$ cat src/rtl/sync_evt_capture.sv
// Slow-domain event capture: resync, rising-edge pulse, pending flag with ack,
// wrapping counter with sticky overflow, maskable interrupt. Optional glitch filter: SYNC_EVT_FILTER_EN.
module sync_evt_capture #(
    parameter int unsigned CNT_WIDTH   = 8,
    parameter int unsigned SYNC_STAGES = 2,
    parameter int unsigned FILT_CYCLES = 3
) (
    input  logic                 slow_clk,
    input  logic                 pad_cpu_rst_b,
    input  logic                 evt_in,
    input  logic                 int_en,
    input  logic                 evt_ack,
    input  logic                 cnt_clr,
    output logic                 evt_pulse,
    output logic                 evt_pend,
    output logic [CNT_WIDTH-1:0] evt_cnt,
    output logic                 evt_ovf,
    output logic                 evt_int
);

    localparam bit PARAMS_OK = (SYNC_STAGES >= 2) && (SYNC_STAGES <= 4) &&
                               (FILT_CYCLES >= 2) && (FILT_CYCLES <= 15) &&
                               (CNT_WIDTH >= 1);

    generate
        if (!PARAMS_OK) begin : g_bad_params
            $error("sync_evt_capture: parameter out of legal range");
        end
    endgenerate

    localparam logic [0:0] ST_IDLE = 1'b0;
    localparam logic [0:0] ST_PEND = 1'b1;

    localparam logic [CNT_WIDTH-1:0] CNT_ONE = {{(CNT_WIDTH-1){1'b0}}, 1'b1};

    logic [SYNC_STAGES-1:0] sync_q, sync_d;
    logic                   lvl_s;
    logic                   lvl_f;
    logic                   lvl_d_q;
    logic                   rise;
    logic                   pulse_q;
    logic [0:0]             state_q, state_d;
    logic [CNT_WIDTH-1:0]   cnt_q, cnt_d;
    logic                   ovf_q, ovf_d;

    // Resynchroniser: bit 0 is the metastability-exposed flop.
    always_comb begin
        sync_d = {sync_q[SYNC_STAGES-2:0], evt_in};
    end

    assign lvl_s = sync_q[SYNC_STAGES-1];

    always_ff @(posedge slow_clk or negedge pad_cpu_rst_b) begin
        if (!pad_cpu_rst_b) begin
            sync_q <= '0;
        end else begin
            sync_q <= sync_d;
        end
    end

`ifdef SYNC_EVT_FILTER_EN
    localparam logic [3:0] FILT_LAST = 4'(FILT_CYCLES - 1);

    logic       filt_q, filt_d;
    logic [3:0] run_q, run_d;

    // Run length of consecutive samples disagreeing with the filtered level.
    always_comb begin
        filt_d = filt_q;
        run_d  = run_q;
        if (lvl_s == filt_q) begin
            run_d = '0;
        end else if (run_q == FILT_LAST) begin
            filt_d = lvl_s;
            run_d  = '0;
        end else begin
            run_d = run_q + 4'd1;
        end
    end

    always_ff @(posedge slow_clk or negedge pad_cpu_rst_b) begin
        if (!pad_cpu_rst_b) begin
            filt_q <= 1'b0;
            run_q  <= '0;
        end else begin
            filt_q <= filt_d;
            run_q  <= run_d;
        end
    end

    assign lvl_f = filt_q;
`else
    assign lvl_f = lvl_s;
`endif

    assign rise = lvl_f & ~lvl_d_q;

    // A coincident rise keeps the flag set so that event is not lost.
    always_comb begin
        state_d = state_q;
        case (state_q)
            ST_IDLE: begin
                if (rise) begin
                    state_d = ST_PEND;
                end
            end
            ST_PEND: begin
                if (evt_ack && !rise) begin
                    state_d = ST_IDLE;
                end
            end
            default: state_d = ST_IDLE;
        endcase
    end

    // Clear wins over a coincident rise; that event is not counted.
    always_comb begin
        cnt_d = cnt_q;
        ovf_d = ovf_q;
        if (cnt_clr) begin
            cnt_d = '0;
            ovf_d = 1'b0;
        end else if (rise) begin
            cnt_d = cnt_q + CNT_ONE;
            if (&cnt_q) begin
                ovf_d = 1'b1;
            end
        end
    end

    always_ff @(posedge slow_clk or negedge pad_cpu_rst_b) begin
        if (!pad_cpu_rst_b) begin
            lvl_d_q <= 1'b0;
            pulse_q <= 1'b0;
            state_q <= ST_IDLE;
            cnt_q   <= '0;
            ovf_q   <= 1'b0;
        end else begin
            lvl_d_q <= lvl_f;
            pulse_q <= rise;
            state_q <= state_d;
            cnt_q   <= cnt_d;
            ovf_q   <= ovf_d;
        end
    end

    assign evt_pulse = pulse_q;
    assign evt_pend  = (state_q == ST_PEND);
    assign evt_cnt   = cnt_q;
    assign evt_ovf   = ovf_q;
    assign evt_int   = evt_pend & int_en;

endmodule

$ cat config.mk
export PLATFORM = sky130hd
export DESIGN_NAME = sync_evt_capture
export DESIGN_NICKNAME = d
export VERILOG_FILES = /design/src/rtl/sync_evt_capture.sv
export SDC_FILE = /design/constraint.sdc
export NUM_CORES = 1
export LEC_CHECK = 0
export BUFFER_PORTS_ARGS = -buffer_cell sky130_fd_sc_hd__buf_2
export CAP_MARGIN = 30
export CELL_PAD_IN_SITES_DETAIL_PLACEMENT = 1
export CELL_PAD_IN_SITES_GLOBAL_PLACEMENT = 1
export CORE_UTILIZATION = 28
export DETAILED_ROUTE_END_ITERATION = 10
export PLACE_DENSITY = 0.66
export RECOVER_POWER = 25
export SYNTH_ARGS = -nofsm -noshare
export SYNTH_HDL_FRONTEND = slang
export SYNTH_SLANG_ARGS = --single-unit
$ cat constraint.sdc
create_clock -name slow_clk -period 3 [get_ports slow_clk]
set_clock_uncertainty 0.15 [all_clocks]
set_input_delay 0.15 -clock slow_clk [delete_from_list [all_inputs] [get_ports slow_clk]]
set_output_delay 0.15 -clock slow_clk [all_outputs]
set_load 0.01 [all_outputs]
---- After elaboration in Yosys (flattened, before gate mapping) ----
Index checks and enable logic that the tools add are counted.
operators by class
  reductions and logical operators ........ 6
  muxes and demuxes ....................... 8
  bitwise operators ....................... 4
  add/sub/neg operators ................... 1
operators by type and width
  operator               count
  $mux W8                2
  $add A8 B1 Y8 const B  1
  $reduce_and A8 Y1      1
  $mux W1                5
  $reduce_bool A2 Y1     2
  $and A1 B1 Y1          2
  $not A1 Y1             2
  $pmux W1 S2            1
  $reduce_and A2 Y1      1
  $logic_and A1 B1 Y1    1
  $logic_not A1 Y1       1
storage, ports and cells
  input bits .............................. 6
  flip-flop bits (word level) ............. 14

---- Logic depth before layout (Yosys ltp) ----
  depth after elaboration ................. 6
  depth in mapped cells ................... 5
  mapped depth without buffers ............ 4

---- Worst setup path before layout ----
Ideal clock, no wire load.
  path kind ............................... reg2reg
  from .................................... register cnt_q[0] (netlist: evt_cnt[0])
  to ...................................... register cnt_q[6] (netlist: evt_cnt[6])
  data arrival time ....................... 1.281 ns
  required time ........................... 2.725 ns
  buffers on the path ..................... 0
  cell stages (with the launch flop) ...... 5
  setup slack ............................. 1.444 ns
  cell sequence ........................... dfrtp_1 > ha_1 > and4b_2 > nand4_1 > mux2_2
on the way
  longest elaborated chain between the ends .. 3
RTL lines
  element                   RTL line  source
  start: declaration        43        logic [CNT_WIDTH-1:0] cnt_q, cnt_d;
  start signal: assignment  142       cnt_q <= cnt_d;
  $add A8 B1 Y8             124       cnt_d = cnt_q + CNT_ONE;
  $mux W8                   123       end else if (rise) begin
  $mux W8                   120       if (cnt_clr) begin
Every way passes these cells. The select of a mux whose other input is x is not followed.
A chain may end at the register's enable or synchronous reset.

---- Worst setup path in the final report ----
Same ends and word-level chain as after synthesis.

==> results.yml <==
synth:
  yosys_warnings: 0
  synth_cells: 55
  synth_area_leader_cell: "dfrtp_1"
  synth_edf_count: 0
  ys_seq_area_share_pct: 57.7
  synth_nets: 62
  synth-seq-cells: 14
  synthTopCellsByArea: "dfrtp_1, a21oi_1, nand2b_1"
  syn_area_um2: 607
  synth_cell_types: 23
  ys.flop_type: "dfrtp_1"
  yosysTopAreaCellShare_pct: 57.7
  async_flop_share_pct: 100
  avgSynthCellArea_um2: 11.0
clocking:
  tritoncts: "done"
  clock_sinks: 14
  cts_buffers: 3
  cts_resized: 0
  root_buffer: "clkbuf_4"
  clock_path_buffers: 2
  path_clk_slew_ns: 0.08
  clk_latency_ns: 0.28
  htreeDepth: 1
  post-cts-setup-buffer-count: 0
power:
  power_density_nw_per_um2: 465
  max-vdd-ir-drop_v: 0.000226
  p_leak_uw: 0.000375
placed_design:
  port_buffers: 17
  routabilityCongestion: 0.664
  pre_cts_ws_ns: 1.41
floorplanning:
  design.die.area_um2: 2360
  rows: 16
  die_h_um: 48.6
  die_width_um: 48.6
  core_um2: 2000
  initial_core_util_pct: 30.3
  ios: 18
timing:
  post-route-min-period_ns: 1.59
  drv_slew: 0
  setup_viol: 0
  slew_headroom_pct: 49.0
  finalHoldViolations: 0
  tightest_slew_ns: 0.765
  period_share_pct: 53.1
  max_clock_freq_ghz: 0.627
  tns_ns: 0
  rsz0062_at_grt: "false"
  fin_ws_ns: 1.41
worst_setup_path:
  arrival_ns: 1.62
  worst_setup_path_end_kind: "flip-flop"
  crit_path_max_fanout: 4
  start_kind: "flip-flop"
  required_ns: 3.02
  slowest_delay_ns: 0.43
  worstPathCellList: "ha_1, and4b_2, nand4_1, mux2_2"
  critical_path_class: "flip-flop to flip-flop"
  cp_slowest_cell: "dfrtp_1"
global_routing:
  grt_pass1_vias: 519
  grt.total_usage_pct: 13.9
  grt_antenna_before_repair: 0
  grt_max_degree: 15
  gr-total-overflow: 0
  grt_pass1_wl_um: 2370
drt:
  drc: 0
  drtAntennaViolNets: 0
  dr.pass1.iters: 4
  drt-initial-drc-count: 4
  vias_per_cell: 4.73
  post_drt_wl_per_cell_um: 12.8
  vias: 492
  finalWirelength_um: 1330
final_layout:
  fin_util_pct: 38.8
  fin_nets: 85
  syn_to_final_growth_pct: 27.8
  drive_above_1_share_pct: 29.9
  insertedDiodeCount: 0
hold_path:
  min_path_type: "input port to flip-flop"
status:
  status: "completed"
job:
  maxCapViolCount: 0
## layer usage
metal | up-vias | share of wire [%] | routed length (um) | track usage (%)
li1 | 236 | - | - | -
met1 | 241 | 44 | 584 | 15.4
met2 | 10 | 50 | 664 | 23.5
met3 | 5 | 2.9 | 38 | 2.83
met4 | 0 | 3.5 | 46 | 10.3
met5 | - | 0 | 0 | 0
## worst max-delay path, delay by kind of cell, from the launching register on
kind	cells	cell delay, ns
fa+ha+maj	1	0.23
mux	1	0.33
simple gates	2	0.36
flops	1	0.43
## cell type report
type	instances	area [um2]
fillers	246	1230
flip-flops and latches	14	350
multi-input cells	36	230
repair buffers	20	114
clock buffers	4	36.3
well taps	27	33.8
inverters	3	11.3
## registers in the layout, indices dropped and copies added (netlist names)
name	flops
evt_cnt	8
evt_ovf	1
evt_pend	1
evt_pulse	1
lvl_d_q	1
sync_q	2
## synth_stat cells, types with 2 or more instances
cell type	count
dfrtp_1	14
a21oi_1	5
nand2b_1	4
nor2_1	4
inv_1	3
nand2_1	3
nand4_1	2
o21ai_0	2
o31ai_1	2
or4_1	2
xnor2_1	2
## cells by family (layout without fill, tap and decap cells)
kind of cell,count (synthesis),count (layout),synth area share [%]
multiplexers,1,1,1.86
buffers and inverters,5,27,4.33
AND/OR/NAND/NOR,21,21,20.0
AO/OA/AOI/OAI,11,11,11.1
adder cells (fa/ha/maj),1,1,2.06
XOR/XNOR,2,2,2.89
flip-flops,14,14,57.7
## what timing repair did
item	CTS	global route
hold buffers	3	0
hold endpoints to repair	16	0
endpoints found under the setup margin	0	0
## where the power goes
part	internal [uW]	leakage (uW)	switching, uW
clock network	73.9	0.0000210	60.5
registers	194	0.000185	4.19
logic	12.4	0.000169	15.9
## cells in the final DEF (no fill, tap or decap)
| cell | n |
|---|---|
| nor2b_1 | 1 |
| o41ai_1 | 1 |
| nand4_1 | 2 |
| dlygate4sd3_1 | 3 |
| ha_1 | 1 |
| o21ai_0 | 2 |
| nand2_1 | 3 |
| nand2b_1 | 4 |
| or3_1 | 1 |
| inv_1 | 3 |
| and2_1 | 1 |
| clkbuf_1 | 1 |
| nand3_1 | 1 |
| nand3b_1 | 1 |
| buf_2 | 16 |
| nor2_1 | 4 |
| o31ai_1 | 2 |
| dfrtp_1 | 14 |
| xnor2_1 | 2 |
| clkbuf_4 | 3 |
| clkbuf_8 | 1 |
| and4b_2 | 1 |
| a31o_2 | 1 |
| a21oi_1 | 5 |
| mux2_2 | 1 |
| or4_1 | 2 |
## through the flow
step	hold slack [ns]	instances	power [uW]	area, um2
floorplan	-0.296	55	215	607
global placement	-0.0868	97	227	711
detailed placement	-0.0823	97	228	711
CTS	0.0141	104	367	777
global route	0.0275	104	381	776
finish	0.0161	104	361	776
## final timing paths
check                                        from                      to  slack (ns)  depth (start not counted)
setup / recovery           evt_cnt[0]$_DFFE_PN0P_  evt_cnt[6]$_DFFE_PN0P_        1.41                          4
hold / removal                            cnt_clr  evt_cnt[5]$_DFFE_PN0P_        0.02                          2
setup reg to reg           evt_cnt[0]$_DFFE_PN0P_  evt_cnt[6]$_DFFE_PN0P_        1.41                          4
hold reg to reg               sync_q[0]$_DFF_PN0_     sync_q[1]$_DFF_PN0_        0.22                          0
max in group asynchronous           pad_cpu_rst_b      evt_pend$_DFF_PN0_        1.92                          2
min in group asynchronous           pad_cpu_rst_b  evt_cnt[7]$_DFFE_PN0P_        0.30                          2
(Power assumes the default switching activity.)
